$ cat config.mk
export PLATFORM = sky130hd
export DESIGN_NAME = ethpipe_tx
export DESIGN_NICKNAME = d
export VERILOG_FILES = /design/src/rtl/ethpipe_tx_pkg.sv /design/src/rtl/ethpipe_tx_crc32.sv /design/src/rtl/ethpipe_tx.sv
export SDC_FILE = /design/constraint.sdc
export NUM_CORES = 1
export LEC_CHECK = 0
export ABC_AREA = 1
export BUFFER_PORTS_ARGS = -buffer_cell sky130_fd_sc_hd__buf_4
export CORE_ASPECT_RATIO = 2
export CORE_UTILIZATION = 35
export DETAILED_ROUTE_END_ITERATION = 10
export SLEW_MARGIN = 5
export SYNTH_ARGS = -nofsm -noshare
export SYNTH_HDL_FRONTEND = slang
export SYNTH_SLANG_ARGS = --single-unit
$ cat constraint.sdc
create_clock -name gmii_tx_clk -period 2.9 [get_ports gmii_tx_clk]
set_clock_uncertainty 0.05 [all_clocks]
set_input_delay 0.58 -clock gmii_tx_clk [delete_from_list [all_inputs] [get_ports gmii_tx_clk]]
set_output_delay 0.58 -clock gmii_tx_clk [all_outputs]
set_load 0.01 [all_outputs]
$ cat src/rtl/ethpipe_tx_pkg.sv
// Shared definitions for the ethpipe GMII transmit engine: state encoding,
// framing constants and the reflected CRC-32 byte step.
package ethpipe_tx_pkg;

  typedef logic [2:0] state_t;

  localparam state_t ST_IDLE = 3'd0;
  localparam state_t ST_PRE  = 3'd1;
  localparam state_t ST_DATA = 3'd2;
  localparam state_t ST_FCS  = 3'd3;
  localparam state_t ST_IFG  = 3'd4;

  localparam logic [7:0]  PREAMBLE_BYTE = 8'h55;
  localparam logic [7:0]  SFD_BYTE      = 8'hD5;
  localparam logic [31:0] CRC_INIT      = 32'hFFFF_FFFF;
  localparam logic [31:0] CRC_POLY      = 32'h04C1_1DB7;

  function automatic logic [31:0] reflect32(input logic [31:0] v);
    logic [31:0] r;
    for (int i = 0; i < 32; i++) r[i] = v[31-i];
    return r;
  endfunction

  // Ethernet sends each byte LSB first, so the register shifts right and
  // uses the bit-reversed polynomial.
  function automatic logic [31:0] crc32_byte(input logic [31:0] crc,
                                             input logic [7:0]  data);
    logic [31:0] c;
    logic        fb;
    c = crc;
    for (int i = 0; i < 8; i++) begin
      fb = c[0] ^ data[i];
      c  = {1'b0, c[31:1]} ^ (fb ? reflect32(CRC_POLY) : 32'h0);
    end
    return c;
  endfunction

endpackage

$ cat src/rtl/ethpipe_tx_crc32.sv
// Byte-wide CRC-32 accumulator (module eth_crc32): combinational next value,
// registered state, synchronous clear and enable.
module eth_crc32
  import ethpipe_tx_pkg::*;
(
  input  logic        clk,
  input  logic        rst,
  input  logic        clear,
  input  logic        en,
  input  logic [7:0]  data,
  output logic [31:0] crc
);

  logic [31:0] crc_next;

  assign crc_next = crc32_byte(crc, data);

  always_ff @(posedge clk) begin
    if (rst || clear) begin
      crc <= CRC_INIT;
    end else if (en) begin
      crc <= crc_next;
    end
  end

endmodule

$ cat src/rtl/ethpipe_tx.sv
// GMII transmit engine: preamble/SFD, frame bytes from the slot RAM, optional
// FCS (define ETHPIPE_TX_CRC_EN), then the inter-frame gap.
module ethpipe_tx
  import ethpipe_tx_pkg::*;
#(
  parameter logic [11:0] DATA_BASE    = 12'd3,
  parameter int          IFG_LEN      = 12,
  parameter int          PREAMBLE_LEN = 7
) (
  input  logic        gmii_tx_clk,
  input  logic        sys_rst,
  input  logic [31:0] global_counter,
  input  logic        tx_start,
  input  logic [11:0] tx_frame_len,
  output logic        tx_busy,
  output logic        tx_done,
  output logic [31:0] tx_timestamp,
  output logic [11:0] slot_tx_eth_address,
  output logic        slot_tx_eth_rd_en,
  input  logic [15:0] slot_tx_eth_q,
  output logic [7:0]  gmii_txd,
  output logic        gmii_tx_en
);

  localparam logic [7:0] PRE_LAST  = 8'(PREAMBLE_LEN);
  localparam logic [7:0] PRE_FETCH = 8'(PREAMBLE_LEN - 1);
  localparam logic [7:0] IFG_LAST  = 8'(IFG_LEN - 1);

  state_t      state;
  logic [7:0]  cnt;
  logic [11:0] len_q;
  logic [11:0] idx;
  logic [11:0] words_left;
  logic [7:0]  word_hi;
  logic [7:0]  data_byte;
  logic        rd_issue;

  // The RAM returns a word two edges after the read is registered, so word k
  // is requested two cycles before byte 2k goes out; the first request lands
  // in the preamble.
  always_comb begin
    // NOTE: every always_comb output gets a default first so no path can
    // leave it unassigned and infer a latch.
    rd_issue  = 1'b0;
    data_byte = slot_tx_eth_q[7:0];
    if (idx[0]) data_byte = word_hi;
    if (state == ST_PRE && cnt == PRE_FETCH) rd_issue = 1'b1;
    if (state == ST_DATA && !idx[0] && words_left != 12'd0) rd_issue = 1'b1;
  end

`ifdef ETHPIPE_TX_CRC_EN
  logic [31:0] crc;
  logic [7:0]  fcs_byte;

  eth_crc32 u_crc (
    .clk   (gmii_tx_clk),
    .rst   (sys_rst),
    .clear (state == ST_IDLE),
    .en    (state == ST_DATA),
    .data  (data_byte),
    .crc   (crc)
  );

  assign fcs_byte = ~crc[{cnt[1:0], 3'b000} +: 8];
`endif

  always_ff @(posedge gmii_tx_clk) begin
    // NOTE: state is updated with non-blocking assignments so every register
    // sees the pre-edge values of the others, matching the hardware.
    if (sys_rst) begin
      // NOTE: this block holds no memories, so every register is reset.
      state               <= ST_IDLE;
      cnt                 <= '0;
      len_q               <= '0;
      idx                 <= '0;
      words_left          <= '0;
      word_hi             <= '0;
      tx_busy             <= 1'b0;
      tx_done             <= 1'b0;
      tx_timestamp        <= '0;
      slot_tx_eth_address <= '0;
      slot_tx_eth_rd_en   <= 1'b0;
      gmii_txd            <= '0;
      gmii_tx_en          <= 1'b0;
    end else begin
      tx_done           <= 1'b0;
      slot_tx_eth_rd_en <= 1'b0;

      if (rd_issue) begin
        slot_tx_eth_rd_en   <= 1'b1;
        slot_tx_eth_address <= (state == ST_PRE) ? DATA_BASE
                                                 : slot_tx_eth_address + 12'd1;
        words_left          <= words_left - 12'd1;
      end

      case (state)
        ST_IDLE: begin
          gmii_tx_en <= 1'b0;
          gmii_txd   <= '0;
          if (tx_start) begin
            if (tx_frame_len != 12'd0) begin
              len_q      <= tx_frame_len;
              words_left <= {1'b0, tx_frame_len[11:1]} + {11'd0, tx_frame_len[0]};
              idx        <= '0;
              cnt        <= '0;
              tx_busy    <= 1'b1;
              state      <= ST_PRE;
            end else begin
              tx_done <= 1'b1;
            end
          end
        end

        ST_PRE: begin
          gmii_tx_en <= 1'b1;
          if (cnt == PRE_LAST) begin
            gmii_txd     <= SFD_BYTE;
            tx_timestamp <= global_counter;
            state        <= ST_DATA;
          end else begin
            gmii_txd <= PREAMBLE_BYTE;
            cnt      <= cnt + 8'd1;
          end
        end

        ST_DATA: begin
          gmii_tx_en <= 1'b1;
          gmii_txd   <= data_byte;
          if (!idx[0]) word_hi <= slot_tx_eth_q[15:8];
          idx <= idx + 12'd1;
          if (idx == len_q - 12'd1) begin
            cnt <= '0;
`ifdef ETHPIPE_TX_CRC_EN
            state <= ST_FCS;
`else
            state <= ST_IFG;
`endif
          end
        end

`ifdef ETHPIPE_TX_CRC_EN
        ST_FCS: begin
          gmii_tx_en <= 1'b1;
          gmii_txd   <= fcs_byte;
          if (cnt == 8'd3) begin
            cnt   <= '0;
            state <= ST_IFG;
          end else begin
            cnt <= cnt + 8'd1;
          end
        end
`endif

        ST_IFG: begin
          gmii_tx_en <= 1'b0;
          gmii_txd   <= '0;
          if (cnt == IFG_LAST) begin
            cnt     <= '0;
            tx_done <= 1'b1;
            tx_busy <= 1'b0;
            state   <= ST_IDLE;
          end else begin
            cnt <= cnt + 8'd1;
          end
        end

        default: begin
          gmii_tx_en <= 1'b0;
          gmii_txd   <= '0;
          state      <= ST_IDLE;
        end
      endcase
    end
  end

endmodule

==> impl_metrics.csv <==
group,metric,value,unit
run_status,outcome,"completed",
timing,setup_violations,0,
global_routing,grt_max_degree,33,
yosys,syn_nets,861,
timing,period_needed,2.101,ns
yosys,synthXorXnorAreaFrac,0.03340,
placement,dp_hpwl,11890,um
yosys,synth_top_family_by_area,"simple AND/OR/NAND/NOR gates",
detailed_routing,first_pass_iters,4,
floorplan,core,15290,um2
yosys,yosysSeqAreaShare,0.4035,
flow_run,drv_cap,0,
min_path,hp-start,"slot_tx_eth_q[10]",
yosys,syn_inst,789,
timing,drv_slew,0,
worst_setup_path,start_kind,"flop",
timing,fin_setup_tns,0,ns
cts,cts_tree,"done",
worst_setup_path,crit-reg2reg-launch,"len_q[0]",
yosys,yosys_warnings,0,
cts,postCtsHoldBufs,0,
cts,clk_path_buf_depth,2,
final_layout,nets,977,
yosys,synth_cell_types,42,
final_layout,drive_gt1_frac,0.2011,
final_layout,stdcell_area,6929,um2
timing,finalCritPeriodShare,0.7246,
final_layout,area_growth,25.84,%
floorplan,chipWidth,90.70,um
detailed_routing,avgViaCountPerCell,4.845,
worst_setup_path,crit_end,"cnt[2]",
detailed_routing,ant_nets,0,
yosys,synthesis.area,5507,um2
worst_setup_path,cp-startpoint,"len_q[0]",
detailed_routing,route.met2.wl,8553,um
global_routing,grt_first_pass_wirelength,24820,um
detailed_routing,drtIter0Drc,212,
cts,clkSlewWorstSetupHoldPaths,0.09,ns
worst_setup_path,rr_endpoint,"cnt[2]",
timing,fmax,0.4759,GHz
detailed_routing,dr_wl_met3,420,um
global_routing,grt_util_all_layers,0.1939,
power_and_ir_drop,leakage,3.017,nW
final_layout,fillers,1604,
floorplan,rows,64,
floorplan,io_pins,119,
power_and_ir_drop,power,3.753,mW
timing,rsz0062_at_grt,"no",
global_routing,gr-total-overflow,0,
yosys,synth_compound_area_frac,0.1413,
yosys,avgSynthCellArea,6.979,um2
cts,cts-root-buf,"clkbuf_16",
yosys,synth-simple-area-share,0.3183,
yosys,yosysTopAreaCell,"dfxtp_1",
yosys,synth_top_area_share,0.4035,
cts,post_cts_buffers,0,
yosys,synthMuxAreaShare,0,
yosys,yosys-top-cells-area,"dfxtp_1, nor2_1, nand2_1",
worst_setup_path,cp_max_fo,8,
cts,cts_resized,0,
global_routing,grt_pass1_vias,5247,
detailed_routing,top_layer_used,"met4",
cts,numClockSinks,111,
global_routing,antenna_found_initial,0,
yosys,ys_seq_elements,111,
yosys,synthAdderAreaFrac,0.02045,
worst_setup_path,required,3.07,ns
power_and_ir_drop,powerDensity,541.7,nW/um2
detailed_routing,routedWlPerCell,13.78,um
placement,dpl_cell_area,6611,um2
cts,clock_latency,0.35,ns
placement,gp_congestion,0.8543,
detailed_routing,vias,5368,
worst_setup_path,crit_path_end_kind,"flop",
timing,tightestPinTransition,0.5848,ns
worst_setup_path,crit_type,"flop to flop",
timing,finalHoldViolations,0,
floorplan,dieHeight,179.4,um
cts,cts_buffers,9,
floorplan,start_util,0.3600,
timing,slew_headroom,0.6077,
timing,whs,0.3953,ns
final_layout,num_antenna_cells,0,
worst_setup_path,reg2reg_depth,16,
worst_setup_path,ff2ff_setup_slack,0.80,ns
detailed_routing,wl_met1,5569,um
floorplan,die_area,16270,um2
placement,io_buffers,118,
power_and_ir_drop,ir_drop,262.8,uV
detailed_routing,drt-total-wl,15270,um
worst_setup_path,crit_arrival,2.27,ns
min_path,hp-class,"primary input to flop",
cts,cts-htree-levels,3,
detailed_routing,drc,0,
cell usage in the layout, fill, tap and decap left out, drive strengths merged:
cell type  count
dfxtp        111
ha             9
o21ai         76
nor3b          2
nand3b         4
nor2         149
nand3         47
buf          128
a32o           2
o221ai         1
nor4           1
clkinv         7
o22ai          1
nor3          21
a31oi          7
nand2        140
xor2          14
or2            6
o21a           1
a211oi         3
clkbuf         9
a21oi         53
inv           93
o21bai         1
clkinvlp       1
nand4         14
xnor2          7
a31o           1
o31ai          1
worst min-delay path by stage:
stage,end,slack [ns],cells after the start
final,word_hi[2],0.40,3
after global routing,word_hi[2],0.39,3
after CTS,word_hi[2],0.38,3
after detailed placement,word_hi[7],0.39,2
after global placement,word_hi[7],0.39,2
after floorplan,word_hi[7],0.37,2
kinds of logic after synthesis:
| logic type | Yosys count |
|---|---|
| buf+inv | 117 |
| simple gates | 384 |
| xor+xnor | 21 |
| flops | 111 |
| fa+ha+maj | 9 |
| compound gates | 147 |
synthesized netlist by cell type (all sizes together):
| cell | count |
|---|---|
| xnor2 | 7 |
| a31o | 1 |
| or2 | 6 |
| nand2 | 140 |
| inv | 90 |
| o221ai | 1 |
| dfxtp | 111 |
| a31oi | 7 |
| nor3b | 2 |
| o31ai | 1 |
| ha | 9 |
| nand3b | 4 |
| nand3 | 47 |
| clkinv | 4 |
| nor2 | 149 |
| o21a | 1 |
| nor3 | 21 |
| xor2 | 14 |
| o21bai | 1 |
| nor4 | 1 |
| o22ai | 1 |
| a32o | 2 |
| buf | 11 |
| a21oi | 53 |
| o21ai | 76 |
| a211oi | 3 |
| clkbuf | 12 |
| nand4 | 14 |
layout make-up:
type / count / area [um2] / area share
multi-input cells: 561 / 2828 / 0.4081
clock inverters: 7 / 92.59 / 0.01336
clock buffers: 9 / 225.2 / 0.03250
flip-flops and latches: 111 / 2222 / 0.3207
inverters: 94 / 352.8 / 0.05092
well taps: 198 / 247.7 / 0.03575
repair buffers: 128 / 960.9 / 0.1387
state kept, by name, indices dropped and copies added (netlist names):
register             flops
slot_tx_eth_address     12
idx                     12
gmii_tx_en               1
tx_timestamp            32
cnt                      8
words_left              12
word_hi                  8
state                    3
tx_done                  1
gmii_txd                 8
slot_tx_eth_rd_en        1
tx_busy                  1
len_q                   12
routing by layer:
metal	up-vias	global-route usage
met1	2442	0.1864
met4	0	0.1129
li1	2786	-
met3	34	0.02532
met2	106	0.3870
met5	-	0
power breakdown:
part / internal [mW] / switching [mW] / leakage (nW) / total [mW]
sequential: 1.61 / 0.0735 / 0.901 / 1.68
combinational: 0.299 / 0.488 / 1.97 / 0.787
clock: 0.627 / 0.658 / 0.150 / 1.28
total: 2.53 / 1.22 / 3.02 / 3.75
per-stage QoR:
step / setup slack [ns] / util / cells
global route: 0.5132 / 0.4530 / 1108
global placement: 0.6759 / 0.4323 / 1092
CTS: 0.7608 / 0.4530 / 1108
floorplan: 0.9533 / - / 789
finish: 0.7987 / 0.4530 / 1108
detailed placement: 0.6306 / 0.4323 / 1092
critical path, stage by stage, from the launching register on:
cell,delay (ns)
dfxtp_1,0.36
inv_2,0.07
ha_1,0.30
nand2_1,0.07
inv_1,0.03
nor2_1,0.07
nand2_1,0.06
nor2_1,0.11
nand2_1,0.06
nor2_1,0.10
nand2_1,0.07
nor2_2,0.10
nand3_2,0.11
nand2_4,0.11
nand3_4,0.13
nand2_1,0.09
a21oi_1,0.06
Note: power is estimated with default switching activity, not from simulation.
